## src/rtl/adder_result_stage.sv

```systemverilog
// Registered result stage behind the 32-bit carry-select adder: 2-entry skid FIFO
// with overflow derivation and delivery statistics. Optional sticky flag: ADDER_STICKY_OVF_EN.
module adder_result_stage #(
  parameter int unsigned WIDTH = 32,
  parameter int unsigned CNT_W = 16
) (
  input  logic             clk,
  input  logic             rst,
  input  logic             in_valid,
  output logic             in_ready,
  input  logic             in_a_msb,
  input  logic             in_b_msb,
  input  logic [WIDTH-1:0] in_sum,
  input  logic             in_cout,
  output logic             out_valid,
  input  logic             out_ready,
  output logic [WIDTH-1:0] out_sum,
  output logic             out_cout,
  output logic             out_ovf,
  output logic [CNT_W-1:0] txn_cnt,
  output logic [CNT_W-1:0] ovf_cnt
`ifdef ADDER_STICKY_OVF_EN
  ,
  input  logic             ovf_clr,
  output logic             ovf_sticky
`endif
);

  typedef enum logic [1:0] {
    EMPTY = 2'd0,
    ONE   = 2'd1,
    FULL  = 2'd2
  } state_t;

  state_t             state_q, state_d;
  logic               rd_ptr_q, rd_ptr_d;
  logic               wr_ptr_q, wr_ptr_d;
  // Entry layout: {ovf, cout, sum}
  logic [WIDTH+1:0]   mem_q [2];
  logic [WIDTH+1:0]   mem_d [2];
  logic [CNT_W-1:0]   txn_cnt_q, txn_cnt_d;
  logic [CNT_W-1:0]   ovf_cnt_q, ovf_cnt_d;
  logic               push, pop, in_ovf;
  logic [WIDTH+1:0]   head;

  assign in_ready  = (state_q != FULL);
  assign out_valid = (state_q != EMPTY);
  assign head      = mem_q[rd_ptr_q];
  assign out_sum   = head[WIDTH-1:0];
  assign out_cout  = head[WIDTH];
  assign out_ovf   = head[WIDTH+1];
  assign txn_cnt   = txn_cnt_q;
  assign ovf_cnt   = ovf_cnt_q;

  assign push   = in_valid && in_ready;
  assign pop    = out_valid && out_ready;
  assign in_ovf = (in_a_msb == in_b_msb) && (in_sum[WIDTH-1] != in_a_msb);

  always_comb begin
    state_d   = state_q;
    rd_ptr_d  = rd_ptr_q;
    wr_ptr_d  = wr_ptr_q;
    mem_d     = mem_q;
    txn_cnt_d = txn_cnt_q;
    ovf_cnt_d = ovf_cnt_q;

    if (push) begin
      mem_d[wr_ptr_q] = {in_ovf, in_cout, in_sum};
      wr_ptr_d        = ~wr_ptr_q;
    end
    if (pop) begin
      rd_ptr_d  = ~rd_ptr_q;
      txn_cnt_d = txn_cnt_q + CNT_W'(1);
      if (out_ovf && (ovf_cnt_q != '1))
        ovf_cnt_d = ovf_cnt_q + CNT_W'(1);
    end

    unique case (state_q)
      EMPTY:   if (push) state_d = ONE;
      ONE: begin
        if (push && !pop)      state_d = FULL;
        else if (pop && !push) state_d = EMPTY;
      end
      FULL:    if (pop) state_d = ONE;
      default: state_d = EMPTY;
    endcase
  end

  always_ff @(posedge clk or posedge rst) begin
    if (rst) begin
      state_q   <= EMPTY;
      rd_ptr_q  <= 1'b0;
      wr_ptr_q  <= 1'b0;
      mem_q[0]  <= '0;
      mem_q[1]  <= '0;
      txn_cnt_q <= '0;
      ovf_cnt_q <= '0;
    end else begin
      state_q   <= state_d;
      rd_ptr_q  <= rd_ptr_d;
      wr_ptr_q  <= wr_ptr_d;
      mem_q     <= mem_d;
      txn_cnt_q <= txn_cnt_d;
      ovf_cnt_q <= ovf_cnt_d;
    end
  end

`ifdef ADDER_STICKY_OVF_EN
  logic sticky_q, sticky_d;

  // Set is applied after clear so a same-cycle overflow pop wins.
  always_comb begin
    sticky_d = sticky_q;
    if (ovf_clr)         sticky_d = 1'b0;
    if (pop && out_ovf)  sticky_d = 1'b1;
  end

  always_ff @(posedge clk or posedge rst) begin
    if (rst) sticky_q <= 1'b0;
    else     sticky_q <= sticky_d;
  end

  assign ovf_sticky = sticky_q;
`endif

endmodule
```

## config.mk

```make
export PLATFORM = sky130hd
export DESIGN_NAME = adder_result_stage
export DESIGN_NICKNAME = d
export VERILOG_FILES = /design/src/rtl/adder_result_stage.sv
export SDC_FILE = /design/constraint.sdc
export NUM_CORES = 1
export LEC_CHECK = 0
export BUFFER_PORTS_ARGS = -buffer_cell sky130_fd_sc_hd__buf_2
export CAP_MARGIN = 25
export CORE_UTILIZATION = 54
export DETAILED_ROUTE_END_ITERATION = 6
export HOLD_SLACK_MARGIN = 0.08
export PLACE_DENSITY = 0.8
export SETUP_SLACK_MARGIN = 0.3
export SYNTH_ARGS = -nofsm -noshare
export SYNTH_HDL_FRONTEND = slang
export SYNTH_SLANG_ARGS = --single-unit
```

## constraint.sdc

```tcl
create_clock -name clk -period 4 [get_ports clk]
set_input_delay 0.6 -clock clk [delete_from_list [all_inputs] [get_ports clk]]
set_output_delay 0.6 -clock clk [all_outputs]
set_load 0.01 [all_outputs]
```

==> Word-level counts from Yosys, hierarchy flattened <==
Cells that the tools add are included.
W data, S select, Z words.
{ "classes": {"add_sub_neg": 2, "n_lt_le_gt_ge": 3, "eq_ne": 9, "muxes": 11, "bitwise": 4, "reduce_logical": 13} }
{ "op_table": {"columns": ["op", "count"], "rows": [
  ["$mux W34", 4],
  ["$bwmux W68", 1],
  ["$demux W34 S1", 1],
  ["$add A16 B1 Y16 const B", 2],
  ["$ne A16 B16 Y1 const B", 1],
  ["$mux W2", 4],
  ["$logic_and A1 B1 Y1", 7],
  ["$ne A2 B2 Y1 const B", 3],
  ["$pmux W2 S3", 1],
  ["$ge A2 B2 Y1 const B", 2],
  ["$not A1 Y2", 2],
  ["$ne A3 B3 Y1 const B", 1],
  ["$reduce_and A3 Y1", 1],
  ["$eq A2 B1 Y1 const B", 1],
  ["$eq A2 B2 Y1 const B", 1],
  ["$logic_not A1 Y1", 2],
  ["$logic_not A2 Y1", 1],
  ["$lt A2 B1 Y1 const B", 1],
  ["$not A1 Y1", 2],
  ["$reduce_and A2 Y1", 1],
  ["$reduce_bool A2 Y1", 1],
  ["$eq A1 B1 Y1", 1],
  ["$ne A1 B1 Y1", 1]
]} }
{ "totals": {"reg_bits": 104} }

==> Logic depth before layout (Yosys ltp) <==
Gate-level depths: netlist of the first run.
{ "logic_depth": {"word_depth": 7, "mapped_depth": 7, "ltp_nobuf": 5} }

==> Worst setup path before layout of the first run <==
No wires, ideal clock.
{ "synth_timing": {"path_type": "register -> output", "start": "reg rd_ptr_q", "end": "out out_cout", "arrival_ns": 1.221, "required_ns": 3.400, "slack_ns": 2.179, "stages_incl_launch_ff": 4, "path_buffers": 2, "path_cell_list": "dfrtp_1 -> buf_2 -> buf_1 -> mux2_2"} }
{ "synth_between": {"elab_chain_len": 4} }
{ "synth_rtl": {"columns": ["item", "line", "rtl"], "rows": [
  ["start: declaration", "36", "logic rd_ptr_q, rd_ptr_d;"],
  ["start signal: assignment", "100", "rd_ptr_q <= rd_ptr_d;"],
  ["$not A1 Y2 (not written as such)", "48", "assign head = mem_q[rd_ptr_q];"],
  ["$mux W34 (not written as such) (3 in a row)", "48", null],
  ["end: declaration", "18", "output logic out_cout,"]
]} }
No other way between the ends. The select of a mux whose other input is x is not followed.

==> Worst setup path after layout of the first run <==
{ "layout_timing": {"start": "reg rd_ptr_q", "end": "out out_sum[26]"} }
{ "layout_between": {"elab_chain_len": 4} }
{ "layout_rtl": {"columns": ["item", "line", "rtl"], "rows": [
  ["$not A1 Y2 (not written as such)", "48", null],
  ["$mux W34 (not written as such) (3 in a row)", "48", null],
  ["end: declaration", "17", "output logic [WIDTH-1:0] out_sum,"]
]} }
No other way between the ends. The select of a mux whose other input is x is not followed.

==> run summary, run 1 <==
DIE WIDTH = 94.4 microns
Slew Viols, Final = 0
Mean Syn Cell Area = 13.6 sq um
Async SR Flop Fraction = 100%
FP Rows = 33
via density per instance = 5.38
setup violators final = 0
final wirelength = 8700 microns
Clock Latency Late Sink = 0.35 ns
critical path class = flop to primary output
core footprint = 0.00826 sq mm
die height = 94.4 microns
Buf+Inv Stages, Crit Path = 2
Post-Synthesis Net Count = 381
run status = finished clean
Post-route DRC = 0
fmax = 385 MHz
Seq cells post-synth = 104
Post-Synthesis Cell Area = 0.00461 sq mm
Clock Power Share = 19.7%
P_int = 2.45 mW
Mapped Cells = 340
io pins = 107
Cells after DPL = 543
Crit path max-delay family = flip-flops
wire per inst = 15.6 microns
worst slew pin tran = 0.923 ns
Tcrit/Tclk final = 64.9%
area grow syn2layout = 19.1%
clk slew on worst S/H paths = 0.09 ns
clk buf depth = 2
combinational share of power = 35.6%
diode count = 0
global-route wire length before repair = 14000 microns
startpoint types = flop
cells along the critical path = buf_4 -> mux2_2 -> buf_2
RD Place Congestion = 0.887
slowest stage delay, CP = 0.69 ns
final std cells w/o fill = 559
post-synthesis sequential area ratio = 56.4%
Total GRT Usage = 20.4%
Via Count = 3009
CTS Hold Bufs = 0
Pre-antenna DRT Iters = 4
Post-synth top flop = dfrtp_1
GRT Residual Overflow = 0
CP max FO = 24
die area = 0.00892 sq mm
number of distinct library cells after synthesis = 37
Crit-path slowest cell = dfrtp_1
Util after Layout = 66.6%
static leakage = 2.60 nW
Worst EP arrival = 2.00 ns
PortBufs = 106
Layout Nets = 491
Critical Path RT = 3.40 ns
Tmin final = 2.60 ns
Initial Util = 55.9%
largest net degree at the start of global routing = 88
Hold Slack = 0.213 ns
Peak VDD IR = 0.386 mV
# fillers = 662
Post-CTS Setup Bufs = 0
Pwr per Cell Area = 653 mW/mm^2
clk sinks = 104
initial antenna violation count = 0
CTS Buf Count = 9
Hold Crit Class = input pin to asynchronous set/reset pin
CTS tree = done
Seq pwr share = 44.7%
H-tree levels = 3
switching pwr = 1.14 mW
EDFF count, synth = 0
max_cap viols = 0
CTS Root Cell = clkbuf_8
DR iter-0 viols = 71
post-detail-place hpwl = 6060 microns
RSZ-0062 raised after global routing = no
Critical Path End Type = primary output
final hold violations = 0
Setup TNS = 0 ns
Max-Slew Margin vs Limit = 38.4%
Sw Share = 31.7%
post-route ant nets = 0
number of synthesis warnings = 0
post-cts sizing count = 0
worst clock skew = 0.0143 ns
number of global-route vias before repair = 2986
share of cells above drive strength 1 = 51.5%
## registers in the layout (all words and copies together), names as in the netlist
signal / flops
ovf_cnt: 16
txn_cnt: 16
wr_ptr_q: 1
rd_ptr_q: 1
state_q: 2
mem_q: 68
## area by class of cell
type                    instances  area, sq um  share of cell area, %
inverters                       4         17.5                  0.319
clock inverters                 4         77.6                   1.41
flip-flops and latches        104         2600                   47.3
well taps                     105          131                   2.39
multi-input cells             221         1950                   35.4
clock buffers                  11          141                   2.57
repair buffers                110          581                   10.6
## path summary, 6_finish.rpt
kind	depth (start not counted)	slack, ns	to	start
setup / recovery	3	1.40	out_sum[26]	rd_ptr_q
hold / removal	2	0.21	mem_q[45]	rst
setup reg to reg	4	1.74	mem_q[15]	state_q[0]
hold reg to reg	1	0.48	txn_cnt[15]	txn_cnt[15]
max in group asynchronous	4	2.89	ovf_cnt[6]	rst
min in group clk	1	0.48	txn_cnt[15]	txn_cnt[15]
## synthesized netlist by cell type, types with 2 or more instances
| library cell | instances | area [sq um] |
|---|---|---|
| nor3_1 | 9 | 45.0 |
| nor3b_1 | 2 | 15.0 |
| ha_1 | 2 | 25.0 |
| or2_2 | 3 | 18.8 |
| nand3_1 | 10 | 50.1 |
| nor4_1 | 4 | 25.0 |
| xnor2_1 | 13 | 114 |
| dfrtp_1 | 104 | 2600 |
| mux2_2 | 99 | 1110 |
| nor2_1 | 8 | 30.0 |
| nand2_1 | 16 | 60.1 |
| nand4_1 | 8 | 50.1 |
| o21ai_0 | 2 | 10.0 |
| buf_2 | 8 | 40.0 |
| a21oi_1 | 5 | 25.0 |
| xor2_1 | 17 | 149 |
| mux2_1 | 2 | 22.5 |
| inv_1 | 4 | 15.0 |
| buf_1 | 3 | 11.3 |
| and4_1 | 4 | 35.0 |
## metal layers
layer / vias up / global-route usage [%] / wire length, microns
met3: 7 / 4.43 / 414
li1: 1435 / - / -
met4: 0 / 6.92 / 67
met5: - / 0 / 0
met1: 1492 / 26.1 / 3850
met2: 75 / 34.5 / 4360
## cells by family after synthesis
logic type      after synthesis  synth area share, %
xor+xnor                     30                 5.69
fa+ha+maj                     2                0.542
flops                       104                 56.4
simple gates                 75                 9.49
buf+inv                      15                 1.44
compound gates               12                 1.57
mux                         102                 24.9
## cell usage in the layout (no fill, tap or decap), drive strengths merged
cell	netlist	layout
buf	11	110
dfrtp	104	104
mux2	101	101
xor2	17	17
nand2	16	16
xnor2	13	13
nand3	11	11
clkbuf	0	11
nor3	10	10
nand4	9	9
nor2	8	8
a21oi	5	5
nor4	5	5
inv	4	5
and4	4	4
or2	3	3
nor3b	3	3
o21ai	3	3
ha	2	2
bufinv	0	2
and2	1	1
o21a	1	1
a31oi	1	1
o2111ai	1	1
or4	1	1
and3	1	1
and2b	1	1
nand2b	1	1
nand3b	1	1
mux2i	1	1
o22ai	1	1
clkinv	0	1
## power by group through the flow
stage / Sequential (mW) / Combinational (mW) / Clock (mW)
after floorplan: 1.56 / 0.891 / 0
after global placement: 1.60 / 1.25 / 0
after detailed placement: 1.62 / 1.28 / 0
after CTS: 1.60 / 1.29 / 0.724
after global routing: 1.65 / 1.39 / 0.763
final: 1.60 / 1.28 / 0.708
## stage by stage
stage	cell area (sq um)	worst slack [ns]	power [mW]
after floorplan	4610	0.668	2.46
after global placement	5250	1.70	2.85
after detailed placement	5250	1.63	2.90
after CTS	5470	1.36	3.62
after global routing	5500	1.30	3.80
final	5500	1.40	3.59
Power figures use the tool's default switching activity.
==> run 2: changes to the inputs <==
CORE_UTILIZATION = 48   (was 54)
PLACE_DENSITY = 0.75   (was 0.8)
clock period = 2.38 ns   (was 4 ns; I/O delays follow)
==> run 2 against run 1 <==
Compared with the run above: global-route usage decreased by 1.6 points; die area rose by 12%; largest power group unchanged; sequential power rose by 66%; worst setup slack worse by 0.96 ns; via count rose by 1.6%; utilization shrank 6.9 points; sequential share of layout area down 0.36 points; critical endpoint is now out_cout; non-clock buffer count rose by 1; final area increased by 0.77%.
==> run summary, run 2 (synthesis gave the netlist of run 1 again) <==
RSZ-0062 raised after global routing = no
CTS Buf Count = 9 (unchanged)
Clock Latency Late Sink = 0.35 ns (about the same)
PortBufs = 106 (unchanged)
global-route wire length before repair = 14900 microns (+6.7%)
Initial Util = 49.7% (-6.2 points)
Slew Viols, Final = 0 (unchanged)
total power = 5.90 mW (+64%)
largest net degree at the start of global routing = 60 (-32%)
Peak VDD IR = 0.495 mV (+28%)
initial antenna violation count = 0 (unchanged)
P_int = 3.94 mW (+61%)
clk buf depth = 2 (unchanged)
number of global-route vias before repair = 3146 (+5.4%)
diode count = 0 (unchanged)
max_cap viols = 0 (unchanged)
startpoint types = flop
switching pwr = 1.95 mW (+72%)
Worst EP arrival = 1.58 ns (-0.42 ns)
most frequent cells in the layout = buf_2, dfrtp_1, mux2_2, xor2_1, nand2_1
Via Count = 3056 (+1.6%)
Clock Power Share = 17.5% (-2.2 points)
post-route ant nets = 0 (unchanged)
static leakage = 2.60 nW (about the same)
CTS tree = done
Critical Path End Type = primary output
post-detail-place hpwl = 6210 microns (+2.5%)
Sw Share = 33.1% (+1.4 points)
combinational share of power = 37.3% (+1.7 points)
setup violators final = 0 (unchanged)
Post-route DRC = 0 (unchanged)
worst slew pin tran = 0.560 ns (-0.363 ns)
Seq pwr share = 45.1% (+0.4 points)
final hold violations = 0 (unchanged)
Pre-antenna DRT Iters = 4 (unchanged)
Max-Slew Margin vs Limit = 62.3% (+24 points)
CTS Hold Bufs = 0 (unchanged)
final wirelength = 9020 microns (+3.7%)
critical path class = flop to primary output
Largest register FFs = 68 (unchanged)
Total GRT Usage = 18.8% (-1.6 points)
Setup TNS = 0 ns (unchanged)
Hold Crit Class = input pin to asynchronous set/reset pin
die height = 100 microns (+5.9%)
worst clock skew = 0.0128 ns (-0.00150 ns)
area grow syn2layout = 20.0%
io pins = 107 (unchanged)
GRT Residual Overflow = 0 (unchanged)
Post-CTS Setup Bufs = 0 (unchanged)
clk sinks = 104 (unchanged)
CP max FO = 34 (+42%)
H-tree levels = 3 (unchanged)
die area = 0.0100 sq mm (+12%)
share of cells above drive strength 1 = 52.0% (+0.43 points)
commonest non-fill, non-tap cell in the layout = buf_2
most flop-heavy register = mem_q
FP Rows = 35 (+6.1%)
via density per instance = 5.22 (-3.0%)
DR iter-0 viols = 72 (+1.4%)
Pwr per Cell Area = 1060 mW/mm^2 (+63%)
RD Place Congestion = 0.827 (-6.8%)
Tcrit/Tclk final = 81.5%
Layout Nets = 492 (+0.20%)
post-cts sizing count = 0 (unchanged)
wire per inst = 15.4 microns (-0.92%)
core footprint = 0.00928 sq mm (+12%)
Critical Path RT = 2.02 ns (-1.38 ns)
Hold Slack = 0.0803 ns (-0.133 ns)
DIE WIDTH = 100 microns (+5.9%)
clk slew on worst S/H paths = 0.09 ns (about the same)
CTS Root Cell = clkbuf_8
Tmin final = 1.94 ns
run status = finished clean
fmax = 515 MHz
run 2: changes by cell type in the layout (fill, tap and decap cells not counted), sizes merged:
cell	change
clkbuf	-1
bufinv	-2
clkinv	+3
buf	+1
clkinvlp	+1
run 2: worst max-delay path, cell delays in order, from the launching register on:
cell and delay (ns):
dfrtp_1 0.37, buf_6 0.32, mux2_2 0.39, buf_2 0.14
run 2: final cells by class:
cell class                 count  area [sq um]
timing repair buffer         111           622
fill                         782          3740
clock buffer                  10           138
clock inverter                 6          51.3
inverter                       4          18.8
multi-input combinational    221          1950
sequential                   104          2600
tap                          129           161
run 2: path summary, 6_finish.rpt:
check	start	endpoint	slack, ns	depth (start not counted)
max in group asynchronous	rst	rd_ptr_q	2.01	3
min in group clk	out_ready	state_q[1]	0.24	2
hold / removal	rst	ovf_cnt[15]	0.08	3
setup reg to reg	state_q[1]	ovf_cnt[11]	0.65	4
hold reg to reg	txn_cnt[15]	txn_cnt[15]	0.49	1
setup / recovery	rd_ptr_q	out_cout	0.44	3
run 2: layer usage:
metal  track usage (%)  part of all wire (%)  up-vias
met4              5.35                  0.49        0
li1                  -                     -     1427
met1              24.2                    45     1551
met5                 0                     0        -
met2              32.8                    50       74
met3              3.48                   4.4        4
run 2: power by group through the flow:
stage	Clock, mW	Combinational, mW	Sequential (mW)
floorplan	0	1.50	2.63
global placement	0	2.17	2.64
detailed placement	0	2.22	2.70
CTS	1.07	2.23	2.66
global route	1.14	2.39	2.74
finish	1.03	2.20	2.66
run 2: metrics by stage:
stage	std cells	setup WS, ns	area [sq um]	util, %
finish	585	0.440	5540	59.7
global route	585	0.364	5540	59.7
CTS	585	0.311	5540	59.6
detailed placement	569	0.645	5350	57.6
global placement	569	0.698	5350	57.6
floorplan	340	0.711	4620	-
==> run 3: changes to the inputs <==
CORE_UTILIZATION = 54   (was 48)
PLACE_DENSITY = 0.8   (was 0.75)
clock period = 1.97 ns   (was 2.38 ns; I/O delays follow)
==> run 3 against run 2 <==
Compared with the run above: count of clock-buffer cells in the layout rose by 1; first-iteration DRC count rose by 18%; final cell count rose by 0.85%; flip-flop and latch count did not move; combinational power rose by 50%; via count rose by 6.4%; clock skew fell by 0.0049 ns; die area fell by 11%; non-clock buffer count rose by 29; utilization rose by 14 points; total power rose by 35%; largest cell class unchanged; critical path depth did not move.
==> run summary, run 3 (synthesis gave the netlist of run 1 again) <==
run status = finished clean
CTS Root Cell = clkbuf_8
Slew Viols, Final = 0 (unchanged)
static leakage = 2.91 nW (+12%)
final hold violations = 0 (unchanged)
clk buf depth = 2 (unchanged)
post-detail-place hpwl = 6060 microns (-2.5%)
startpoint types = flop
wire per inst = 17.7 microns (+15%)
worst slew pin tran = 0.598 ns (+0.0373 ns)
Critical Path RT = 1.67 ns (-0.35 ns)
DR iter-0 viols = 85 (+18%)
CTS tree = done
Setup TNS = 0 ns (unchanged)
core footprint = 0.00826 sq mm (-11%)
CTS Buf Count = 9 (unchanged)
FP Rows = 33 (-5.7%)
Worst setup startpoint = rd_ptr_q
GRT Residual Overflow = 0 (unchanged)
Largest register FFs = 68 (unchanged)
H-tree levels = 3 (unchanged)
die area = 0.00892 sq mm (-11%)
commonest non-fill, non-tap cell in the layout = buf_2
die height = 94.4 microns (-5.6%)
fmax = 559 MHz
DIE WIDTH = 94.4 microns (-5.6%)
Critical R2R Launch = state_q[1]
initial antenna violation count = 0 (unchanged)
Pre-antenna DRT Iters = 4 (unchanged)
largest net degree at the start of global routing = 57 (-5.0%)
critical path class = flop to primary output
Via Count = 3251 (+6.4%)
Min-Delay Startpoint = in_sum[11]
Clock Latency Late Sink = 0.35 ns (about the same)
Max-Slew Margin vs Limit = 60.2% (-2.1 points)
Worst EP arrival = 1.49 ns (-0.09 ns)
via density per instance = 5.51 (+5.5%)
number of global-route vias before repair = 3103 (-1.4%)
diode count = 0 (unchanged)
RD Place Congestion = 0.807 (-2.5%)
worst clock skew = 0.00782 ns (-0.00495 ns)
Post-DP Area = 0.00533 sq mm (-0.23%)
Initial Util = 55.9% (+6.2 points)
Pwr per Cell Area = 1310 mW/mm^2 (+23%)
clk sinks = 104 (unchanged)
most flop-heavy register = mem_q
PortBufs = 106 (unchanged)
highest metal used = met4
total power = 7.97 mW (+35%)
# fillers = 569 (-27%)
max_cap viols = 0 (unchanged)
final wirelength = 10500 microns (+16%)
post-route ant nets = 0 (unchanged)
Total GRT Usage = 20.7% (+1.9 points)
Tcrit/Tclk final = 90.8%
RSZ-0062 raised after global routing = yes
Peak VDD IR = 0.885 mV (+79%)
setup violators final = 0 (unchanged)
share of cells above drive strength 1 = 58.8% (+6.8 points)
CP max FO = 13 (-62%)
Hold Crit Class = input pin to flop
wl on met1 = 4450 microns (+10%)
io pins = 107 (unchanged)
most frequent cells in the layout = buf_2, dfrtp_1, mux2_2, mux2_4, buf_4
Critical Path End Type = primary output
clk slew on worst S/H paths = 0.10 ns (about the same)
metal3 WL = 574 microns (+45%)
Tmin final = 1.79 ns
Layout Nets = 521 (+5.9%)
final instance area = 0.00608 sq mm (+9.7%)
Hold Slack = 0.177 ns (+0.0963 ns)
global-route wire length before repair = 14400 microns (-3.8%)
met2 wire len = 5330 microns (+17%)
Post-route DRC = 0 (unchanged)
area grow syn2layout = 31.7%
==> run 3: changes by cell type in the layout (fill, tap and decap cells not counted), sizes merged <==
cell / previous run / this run
clkbuf: 10 / 16
clkinv: 4 / 2
bufinv: 0 / 1
buf: 111 / 134
dlygate4sd3: 0 / 1
==> run 3: final timing paths <==
| kind | depth (start not counted) | slack, ns | end |
|---|---|---|---|
| max | 3 | 0.18 | out_sum[31] |
| min | 2 | 0.18 | mem_q[45] |
| max reg2reg | 5 | 0.27 | mem_q[51] |
| min reg2reg | 1 | 0.49 | txn_cnt[15] |
| max in group asynchronous | 4 | 0.82 | ovf_cnt[3] |
| min in group asynchronous | 4 | 0.56 | mem_q[3] |
==> run 3: where the power goes <==
part	internal [mW]	switching, mW
Clock	0.668	0.745
Sequential	2.80	0.461
Combinational	1.91	1.39
==> run 3: per-layer routing <==
layer / up-vias / GRT usage (%)
li1: 1496 / -
met1: 1644 / 27.4
met2: 99 / 34.7
met3: 12 / 3.86
met4: 0 / 6.67
met5: - / 0
==> run 3: cell type report <==
cell class	instances	area, sq um	share of cell area [%]
Sequential cell	104	2610	42.9
Clock inverter	5	61.3	1.01
Inverter	4	18.8	0.309
Timing Repair Buffer	140	968	15.9
Multi-Input combinational cell	221	2140	35.2
Clock buffer	11	151	2.49
Tap cell	105	131	2.16
==> run 3: worst max-delay path, stage by stage, from the launching register on <==
cell,delay (ns)
dfrtp_2,0.46
buf_12,0.17
mux2_2,0.36
buf_2,0.15
==> run 3: through the flow <==
stage | std cells | worst slack [ns] | util (%)
floorplan | 340 | 0.301 | -
global placement | 549 | 0.364 | 64.6
detailed placement | 549 | 0.283 | 64.6
CTS | 568 | 0.157 | 67.8
global route | 590 | 0.127 | 73.6
finish | 590 | 0.182 | 73.6
==> run 3: what timing repair did <==
item                                    4_1_cts  5_1_grt
endpoints found under the setup margin       35      118
setup buffers                                 2       15
resized for setup                             7       49
hold buffers                                  1        0
gates cloned                                  0        7
hold endpoints to repair                     56        0
pin swaps                                     0        7
